**src/rtl/mem_arbiter.sv**
```systemverilog
`default_nettype none
// ---------------------------------------------------------------------------
// mem_arbiter: shares the byte-wide RAM/IO bus between instruction fetch and
// the LSB, serialising multi-byte accesses into little-endian byte cycles.
// Rev 1.0
// ---------------------------------------------------------------------------
module mem_arbiter (
    input  logic        clk_in,
    input  logic        rst_in,
    input  logic        rdy_in,
    input  logic        _clear,
    input  logic        io_buffer_full,
    input  logic        _if_req,
    input  logic [31:0] _if_addr,
    output logic        _if_ready,
    output logic [31:0] _if_inst,
    input  logic        _lsb_req,
    input  logic        _lsb_wr,
    input  logic [1:0]  _lsb_len,
    input  logic [31:0] _lsb_addr,
    input  logic [31:0] _lsb_wdata,
    output logic        _lsb_ready,
    output logic [31:0] _lsb_rdata,
    input  logic [7:0]  mem_din,
    output logic [7:0]  mem_dout,
    output logic [31:0] mem_a,
    output logic        mem_wr
);

    typedef enum logic [1:0] {
        IDLE  = 2'd0,
        IF_RD = 2'd1,
        LS_RD = 2'd2,
        LS_WR = 2'd3
    } state_t;

    state_t      state;
    state_t      state_nx;
    logic [2:0]  cnt;
    logic [2:0]  len_n;
    logic [2:0]  pend_idx;
    logic [2:0]  lsb_n;
    logic        pend;
    logic        last_lsb;
    logic [31:0] base;
    logic [31:0] wdata;
    logic [31:0] asm_data;
    logic [31:0] merged;
    logic        if_valid;
    logic        lsb_valid;
    logic        grant_if;
    logic        grant_lsb;
    logic        issue;
    logic        capture;
    logic        rd_done;
    logic        wr_step;
    logic        wr_done;
    logic        io_hold;

    always_ff @(posedge clk_in or negedge rst_in) begin
        if (!rst_in) begin
            state <= IDLE;
        end else if (rdy_in) begin
            state <= state_nx;
        end
    end

    always_comb begin
        state_nx  = state;
        grant_if  = 1'b0;
        grant_lsb = 1'b0;
        issue     = 1'b0;
        capture   = 1'b0;
        rd_done   = 1'b0;
        wr_step   = 1'b0;
        wr_done   = 1'b0;
        mem_a     = 32'd0;
        mem_dout  = 8'd0;
        mem_wr    = 1'b0;
        merged    = asm_data;
        merged[{pend_idx[1:0], 3'b000} +: 8] = mem_din;
        lsb_n     = (_lsb_len == 2'd0) ? 3'd1 : (_lsb_len == 2'd1) ? 3'd2 : 3'd4;
        // A requester is not sampled in the cycle its own ready pulse is high.
        if_valid  = _if_req && !_if_ready && !_clear;
        lsb_valid = _lsb_req && !_lsb_ready;
        io_hold   = io_buffer_full && (base[17:16] == 2'b11);

        case (state)
            IDLE: begin
                if (if_valid && lsb_valid) begin
                    grant_lsb = last_lsb;
                    grant_if  = !last_lsb;
                end else begin
                    grant_if  = if_valid;
                    grant_lsb = lsb_valid;
                end
                if (grant_if) begin
                    state_nx = IF_RD;
                end else if (grant_lsb) begin
                    state_nx = _lsb_wr ? LS_WR : LS_RD;
                end
            end
            IF_RD, LS_RD: begin
                issue   = (cnt < len_n);
                capture = pend;
                // While paused, keep presenting the byte still awaiting capture so
                // mem_din carries it again in the first cycle after resume.
                if (!rdy_in && pend) begin
                    mem_a = base + {29'd0, pend_idx};
                end else if (issue) begin
                    mem_a = base + {29'd0, cnt};
                end
                rd_done = pend && (pend_idx == len_n - 3'd1) && !_clear;
                if (_clear || rd_done) begin
                    state_nx = IDLE;
                end
            end
            LS_WR: begin
                mem_a    = base + {29'd0, cnt};
                mem_dout = wdata[{cnt[1:0], 3'b000} +: 8];
                wr_step  = !io_hold && rdy_in;
                mem_wr   = wr_step;
                wr_done  = wr_step && (cnt == len_n - 3'd1);
                if (wr_done) begin
                    state_nx = IDLE;
                end
            end
            default: state_nx = IDLE;
        endcase
    end

    always_ff @(posedge clk_in or negedge rst_in) begin
        if (!rst_in) begin
            cnt        <= 3'd0;
            len_n      <= 3'd0;
            pend_idx   <= 3'd0;
            pend       <= 1'b0;
            last_lsb   <= 1'b0;
            base       <= 32'd0;
            wdata      <= 32'd0;
            asm_data   <= 32'd0;
            _if_ready  <= 1'b0;
            _if_inst   <= 32'd0;
            _lsb_ready <= 1'b0;
            _lsb_rdata <= 32'd0;
        end else if (rdy_in) begin
            _if_ready  <= 1'b0;
            _lsb_ready <= 1'b0;
            pend       <= issue;
            if (grant_if || grant_lsb) begin
                base     <= grant_if ? _if_addr : _lsb_addr;
                len_n    <= grant_if ? 3'd4 : lsb_n;
                wdata    <= _lsb_wdata;
                cnt      <= 3'd0;
                asm_data <= 32'd0;
                // 0: IF takes the next tie, 1: LSB takes the next tie.
                last_lsb <= grant_if;
            end
            if (issue) begin
                cnt      <= cnt + 3'd1;
                pend_idx <= cnt;
            end
            if (wr_step) begin
                cnt <= cnt + 3'd1;
            end
            if (capture) begin
                asm_data <= merged;
            end
            if (rd_done) begin
                if (state == IF_RD) begin
                    _if_ready <= 1'b1;
                    _if_inst  <= merged;
                end else begin
                    _lsb_ready <= 1'b1;
                    _lsb_rdata <= merged;
                end
            end
            if (wr_done) begin
                _lsb_ready <= 1'b1;
            end
        end
    end

endmodule
`default_nettype wire

```
**config.mk**
```make
export PLATFORM = sky130hd
export DESIGN_NAME = mem_arbiter
export DESIGN_NICKNAME = d
export VERILOG_FILES = /design/src/rtl/mem_arbiter.sv
export SDC_FILE = /design/constraint.sdc
export NUM_CORES = 1
export LEC_CHECK = 0
export CAP_MARGIN = 5
export CORE_ASPECT_RATIO = 0.9
export CORE_MARGIN = 1
export CORE_UTILIZATION = 51
export DETAILED_ROUTE_END_ITERATION = 10
export HOLD_SLACK_MARGIN = 0.02
export PLACE_DENSITY_LB_ADDON = 0.05
export SYNTH_ARGS = -nofsm -noshare
export SYNTH_HDL_FRONTEND = slang
export SYNTH_SLANG_ARGS = --single-unit
```
**constraint.sdc**
```tcl
create_clock -name clk_in -period 4.4 [get_ports clk_in]
set_clock_uncertainty 0.15 [all_clocks]
set_input_delay 1.32 -clock clk_in [delete_from_list [all_inputs] [get_ports clk_in]]
set_output_delay 1.32 -clock clk_in [all_outputs]
set_load 0.05 [all_outputs]
```
==> results.md, run 1 <==
- Cell internal power dissipation: 4.80 mW
- Final worst-path cycle share: 98.5%
- Number of nets at the end of the flow: 1292
- Path category of the worst min-delay check: reg2reg
- Crit path arrival time: 2.86 ns
- Critical path capture point type: primary output
- Number of sinks handled by clock tree synthesis: 175
- Number of nets produced by synthesis: 1061
- Worst hold slack: between 0.3 and 0.4 ns
- Reported net switching power: 3.85 mW
- Startpoint type of the worst setup path: primary input
- WL met2: 12000 um
- X dimension of the die: 145 um
- Leading register cell type out of synthesis: sky130_fd_sc_hd__dfrtp_1
- Fraction of final layout cells with drive strength greater than 1: 25.8%
- Top Layer Used: met4
- Proportion of register bits with asynchronous set or reset after synthesis: 100%
- First-pass iteration count of the detailed router: 5
- Final Wtd Congestion: 0.918
- Clock group share of total power: 17.3%
- Global-route total usage across every layer: 28.5%
- Largest net degree at the start of global routing: 89
- Seq. cell area: 4390 sq um
- Highest clock rate: 231 MHz
- Critical Path RT: around 2.9 ns
- Max clock buf depth: 2
- Clock tree from TritonCTS: done
- Sequential cell area fraction in the yosys report: 46.3%
- Number of standard-cell rows in the floorplan: 46
- Transition time at the pin with the least slew margin: 1.01 ns
- Final Slew Violations: 0
- Number of instances in the synthesized netlist: 926
- Ys Warns: 0
- Starting utilization of the core area: 52.8%
- Filler Cells Inserted: 1257
- Buffer cell driving the clock tree root: sky130_fd_sc_hd__clkbuf_16
- Commonest non-fill, non-tap cells in the layout: 185 x sky130_fd_sc_hd__clkdlybuf4s50_1, 170 x sky130_fd_sc_hd__dfrtp_1, 110 x sky130_fd_sc_hd__nand2_1, 80 x sky130_fd_sc_hd__o21ai_0, 68 x sky130_fd_sc_hd__mux2_2
- Number of primary I/O pins: 221
- Detailed-placement wirelength estimate: 19100 um
- Number of antenna violations at the first check in global routing: 0
- Flop pwr share: 28.0%
- Max-Cap Viols: 0
- Detailed-route via count: about 8200
- Antenna cells: 0
- Number of input and output port buffers inserted: 220
- Starting DRC count in detailed routing: 673
- Total area of multi-input combinational cells: 4960 sq um
- Register bit total from synthesis: 175
- Die boundary height: roughly 130 um
- Vias in the first global route: 8053
- Worst rel slew slack: 32.4%
- Syn Std Cell Area: approximately 9500 sq um
- Deepest level of the CTS H-tree: 4
- Total of hold buffers inserted after clock tree synthesis: 0
- Unrepaired setup endpoints after global routing: true
- Number of nets with antenna violations after routing: 0
- Post-route standard cell area excluding fillers: 13400 sq um
- Area overhead of the layout relative to synthesis: 41.7%
- Shortest period the worst path allows: 4.33 ns
- Met1 wire length: 12300 um
- Cell area power density: 646 nW/um^2
- Detailed-route DRC error count: 0
- Area inside the core boundary: 17900 sq um
- Type of the worst setup path: in2out
- Average cell area after synthesis: 10.2 sq um
- Commonest non-fill, non-tap cell in the layout: sky130_fd_sc_hd__clkdlybuf4s50_1
- Synth cell types: 66
- Clock Pin Slew Worst Setup and Hold Paths: 0.06 ns
- Wirelength, routed: 26500 um
- Status: complete, no violations
- Clock buffer count from CTS: 17
- Max FO, Critical Path: 13
- Utilization after layout: between 70% and 80%
- Die Footprint: 19100 sq um
- Maximum resistive drop on vdd: 0.438 mV
- Total congestion overflow: 0
- Number of setup violations in the final report: 0
- Fraction of power spent switching nets: between 40% and 50%
- Leakage power total: 5.72 nW
- Share of total power in combinational logic: 54.8%
- Clock latency reported for the late side of the worst-skew pair: 0.43 ns
- Number of endpoints with negative hold slack in the final report: 0
- Number of synthesized flops with an enable pin: 0
- Per-cell routed wire length: 18.8 um
- Area of placed instances: 12600 sq um
- Met3 wirelength from detailed routing: about 1900 um
- Vias/cell: 5.80
- Global-route wire length before repair: 43300 um
-- timing repair --
action                                  CTS  global route
pin swaps                                 7             9
setup buffers                             2             4
endpoints found under the setup margin   32            27
endpoints found under the hold margin     0             0
resized for setup                        16            30
-- path summary, 6_finish.rpt --
kind | slack (ns) | cells after the start | endpoint | startpoint
max in group asynchronous | 2.41 | 2 | cnt[1] | rst_in
min in group asynchronous | 0.78 | 1 | _if_inst[18] | rst_in
max | 0.07 | 9 | mem_a[23] | rdy_in
max reg2reg | 1.61 | 8 | _lsb_rdata[8] | len_n[0]
min reg2reg | 0.35 | 2 | _lsb_rdata[29] | _lsb_rdata[29]
min | 0.35 | 2 | _lsb_rdata[29] | _lsb_rdata[29]
-- critical path, cell delays in order --
cell and delay (ns):
sky130_fd_sc_hd__buf_6 0.10, sky130_fd_sc_hd__and3b_2 0.26, sky130_fd_sc_hd__buf_8 0.16, sky130_fd_sc_hd__nand2b_1 0.09
sky130_fd_sc_hd__buf_4 0.14, sky130_fd_sc_hd__a211o_1 0.30, sky130_fd_sc_hd__a21oi_2 0.13, sky130_fd_sc_hd__o21a_1 0.20
sky130_fd_sc_hd__buf_12 0.15
-- synth_stat cells, types with 19 or more instances --
| cell | number | share of area [%] |
|---|---|---|
| sky130_fd_sc_hd__a21oi_1 | 33 | 1.7 |
| sky130_fd_sc_hd__a22o_1 | 34 | 3.2 |
| sky130_fd_sc_hd__clkbuf_1 | 38 | 1.5 |
| sky130_fd_sc_hd__dfrtp_1 | 175 | 46 |
| sky130_fd_sc_hd__ha_1 | 19 | 2.5 |
| sky130_fd_sc_hd__inv_1 | 52 | 2.1 |
| sky130_fd_sc_hd__mux2_2 | 68 | 8.1 |
| sky130_fd_sc_hd__mux2_4 | 25 | 4.0 |
| sky130_fd_sc_hd__nand2_1 | 110 | 4.4 |
| sky130_fd_sc_hd__nor2_1 | 31 | 1.2 |
| sky130_fd_sc_hd__o21ai_0 | 82 | 4.3 |
| sky130_fd_sc_hd__o22ai_1 | 36 | 2.4 |
-- logic make-up (layout without fill, tap and decap cells) --
logic type | after synthesis | count (layout) | share of synthesized area [%]
compound gates | 257 | 257 | 17.5
simple gates | 238 | 238 | 12.5
flops | 175 | 175 | 46.3
buf+inv | 122 | 366 | 5.60
mux | 104 | 104 | 14.3
fa+ha+maj | 21 | 21 | 2.94
xor+xnor | 9 | 9 | 0.834
-- power groups by stage --
stage,clock (mW),combinational (mW),sequential [mW]
finish,1.50,4.74,2.42
CTS,1.52,4.63,2.40
global route,1.58,5.05,2.47
detailed placement,0,4.59,2.43
floorplan,0,2.90,2.33
global placement,0,4.51,2.41
-- through the flow --
step	std cells	setup TNS [ns]	total power [mW]	worst slack, ns
6_report	1410	0	8.65	0.0681
5_1_grt	1410	-0.0323	9.10	-0.0323
4_1_cts	1407	0	8.55	0.00802
3_5_place_dp	1373	-8.76	7.02	-0.473
3_3_place_gp	1373	-7.19	6.92	-0.385
2_1_floorplan	926	-0.862	5.23	-0.204
-- final cells by class --
type / instances / area share [%]
inverters: 52 / 1.46
clock buffers: 18 / 3.20
repair buffers: 282 / 22.0
well taps: 240 / 2.24
multi-input cells: 629 / 37.1
flip-flops and latches: 175 / 32.7
clock inverters: 14 / 1.23
-- state kept, by name, summed over array words and instances (netlist names) --
| register | cells |
|---|---|
| pend | 1 |
| len_n | 3 |
| _lsb_rdata | 32 |
| last_lsb | 1 |
| _if_ready | 1 |
| _if_inst | 32 |
| asm_data | 32 |
| wdata | 32 |
| _lsb_ready | 1 |
| state | 2 |
| cnt | 3 |
| base | 32 |
| pend_idx | 3 |
-- metal layers --
layer | vias to the layer above | global-route usage, %
met5 | - | 0
met4 | 0 | 8.07
met3 | 35 | 6.56
met2 | 343 | 43.3
met1 | 3992 | 40.8
li1 | 3815 | -
(Power assumes the default switching activity.)
==> run 2, diff against run 1 <==
--- a/config.mk
+++ b/config.mk
@@ -5,8 +5,9 @@
 export SDC_FILE = /design/constraint.sdc
 export NUM_CORES = 1
 export LEC_CHECK = 0
+export ABC_CLOCK_PERIOD_IN_PS = 4400
 export CAP_MARGIN = 5
-export CORE_ASPECT_RATIO = 0.9
+export CORE_ASPECT_RATIO = 1.2
 export CORE_MARGIN = 1
 export CORE_UTILIZATION = 51
 export DETAILED_ROUTE_END_ITERATION = 10
==> run 2 against run 1 <==
Cell count is 0.71% lower. Critical path depth is 1 lower. Non-clock buffer count is 6 higher. Hold slack worse by 0.0037 ns. Sequential share of layout area is 0.098 points lower. Combinational power is 3% higher. Setup slack worse by 0.0055 ns. Sequential power hardly changed. Design area is 0.24% higher. First-iteration DRC count is 32% lower. Largest cell class unchanged. Largest power group unchanged.
==> results.md, run 2 (synthesis gave the netlist of run 1 again) <==
- Antenna cells: 0 (unchanged)
- Number of setup violations in the final report: 0 (unchanged)
- Per-cell routed wire length: 18.2 um (-3.1%)
- Max-Cap Viols: 0 (unchanged)
- Shortest period the worst path allows: 4.34 ns (+0.00550 ns)
- Clock tree from TritonCTS: done
- Number of sinks handled by clock tree synthesis: 175 (unchanged)
- Path category of the worst min-delay check: reg2reg
- Critical path capture point type: primary output
- Wirelength, routed: 25500 um (-3.8%)
- Number of primary I/O pins: 221 (unchanged)
- Number of standard-cell rows in the floorplan: 54 (+17%)
- Max FO, Critical Path: 6 (-7)
- Largest net degree at the start of global routing: 106 (+19%)
- Cell area power density: 656 nW/um^2 (+1.6%)
- Detailed-route via count: 8148 (-0.45%)
- Deepest level of the CTS H-tree: 4 (unchanged)
- Global-route total usage across every layer: 28.0% (-0.47 points)
- Starting DRC count in detailed routing: 458 (-32%)
- Clock latency reported for the late side of the worst-skew pair: 0.43 ns (about the same)
- Area overhead of the layout relative to synthesis: 42.0%
- Clock buffer count from CTS: 17 (unchanged)
- Unrepaired setup endpoints after global routing: true
- PnR Total Power: 8.81 mW (+1.8%)
- Detailed-route DRC error count: 0 (unchanged)
- Number of nets at the end of the flow: 1298 (+0.46%)
- Vias in the first global route: 8100 (+0.58%)
- Worst rel slew slack: 38.2% (+5.8 points)
- Type of the worst setup path: in2out
- Global-route wire length before repair: 41600 um (-3.9%)
- Detailed-placement wirelength estimate: 18600 um (-3.0%)
- Number of antenna violations at the first check in global routing: 0 (unchanged)
- Status: complete, no violations
- Buffer cell driving the clock tree root: sky130_fd_sc_hd__clkbuf_16
- Final Wtd Congestion: 0.919 (+0.14%)
- Vias/cell: 5.82 (+0.26%)
- Fraction of final layout cells with drive strength greater than 1: 26.6% (+0.80 points)
- Starting utilization of the core area: 52.0% (-0.80 points)
- Critical Path RT: 2.93 ns (about the same)
- Number of endpoints with negative hold slack in the final report: 0 (unchanged)
- First-pass iteration count of the detailed router: 5 (unchanged)
- Highest clock rate: 231 MHz (-0.13%)
- Number of nets with antenna violations after routing: 0 (unchanged)
- Number of input and output port buffers inserted: 220 (unchanged)
- Commonest non-fill, non-tap cells in the layout: 185 x sky130_fd_sc_hd__clkdlybuf4s50_1, 172 x sky130_fd_sc_hd__dfrtp_1, 109 x sky130_fd_sc_hd__nand2_1, 78 x sky130_fd_sc_hd__o21ai_0, 72 x sky130_fd_sc_hd__buf_4
- Final Slew Violations: 0 (unchanged)
- Crit path arrival time: 2.87 ns (about the same)
- Die boundary height: 151 um (+15%)
- Final worst-path cycle share: 98.6% (+0.12 points)
- Area inside the core boundary: 18200 sq um (+1.5%)
- Startpoint type of the worst setup path: primary input
- Max clock buf depth: 2 (unchanged)
- Leakage power total: 5.74 nW (+0.33%)
- Die Footprint: 19100 sq um (about the same)
- Transition time at the pin with the least slew margin: 0.920 ns (-0.0863 ns)
- X dimension of the die: 126 um (-13%)
- Maximum resistive drop on vdd: 0.647 mV (+48%)
- Final-layout setup total negative slack: 0 ns (unchanged)
- Commonest non-fill, non-tap cell in the layout: sky130_fd_sc_hd__clkdlybuf4s50_1
- Total congestion overflow: 0 (unchanged)
- Clock Pin Slew Worst Setup and Hold Paths: 0.07 ns (about the same)
==> run 2: final cells by class <==
type	count	area (sq um)
clock buffer	19	453
clock inverter	13	133
fill	1312	4750
inverter	52	195
multi-input combinational	629	4990
sequential	175	4380
tap	224	280
timing repair buffer	288	2990
==> run 2: per-stage QoR <==
stage / cells / hold slack (ns) / setup slack (ns) / utilization, % / cell area, sq um
after global routing: 1400 / 0.366 / -0.0261 / 73.9 / 13400
final: 1400 / 0.342 / 0.0626 / 73.9 / 13400
after global placement: 1360 / 0.319 / -0.447 / 69.4 / 12600
after CTS: 1395 / 0.347 / 0.00149 / 72.9 / 13300
after detailed placement: 1360 / 0.323 / -0.456 / 69.4 / 12600
after floorplan: 926 / 0.308 / -0.204 / - / 9720
==> run 2: timing repair <==
| action | in CTS | in global routing |
|---|---|---|
| endpoints found under the setup margin | 31 | 26 |
| pin swaps | 7 | 14 |
| setup buffers | 3 | 4 |
| hold buffers | 0 | 0 |
| resized for setup | 14 | 41 |
| hold endpoints to repair | 0 | 0 |
| cloned | 0 | 1 |
==> run 2: where the power goes <==
| group | leakage [nW] | total [mW] | switching [mW] | internal [mW] |
|---|---|---|---|---|
| clock network | 0.288 | 1.49 | 0.705 | 0.788 |
| registers | 2.31 | 2.42 | 0.425 | 1.99 |
| logic | 3.15 | 4.90 | 2.74 | 2.17 |
==> run 2: routing by layer <==
layer	up-vias	global-route usage, %	routed length [um]
li1	3818	-	-
met1	3974	35.7	10600
met2	312	48.1	13000
met3	44	5.02	1360
met4	0	10.1	586
met5	-	0	0
==> run 2: critical path, cell delays in order <==
cell and delay, ns:
sky130_fd_sc_hd__buf_8 0.11, sky130_fd_sc_hd__and3b_2 0.26, sky130_fd_sc_hd__o21ai_2 0.07, sky130_fd_sc_hd__a211o_1 0.32, sky130_fd_sc_hd__nor2_4 0.20, sky130_fd_sc_hd__a41oi_2 0.15
sky130_fd_sc_hd__a211oi_4 0.27, sky130_fd_sc_hd__buf_12 0.17
==> run 2: worst paths after layout <==
path / slack [ns] / from / endpoint / depth (start not counted)
min in group asynchronous: 0.75 / rst_in / _lsb_rdata[10] / 1
worst min-delay path: 0.34 / _lsb_rdata[30] / _lsb_rdata[30] / 2
worst max register to register: 1.37 / len_n[0] / _lsb_rdata[26] / 8
max in group asynchronous: 2.51 / rst_in / cnt[1] / 2
worst min register to register: 0.34 / _lsb_rdata[30] / _lsb_rdata[30] / 2
worst max-delay path: 0.06 / rdy_in / mem_a[30] / 8
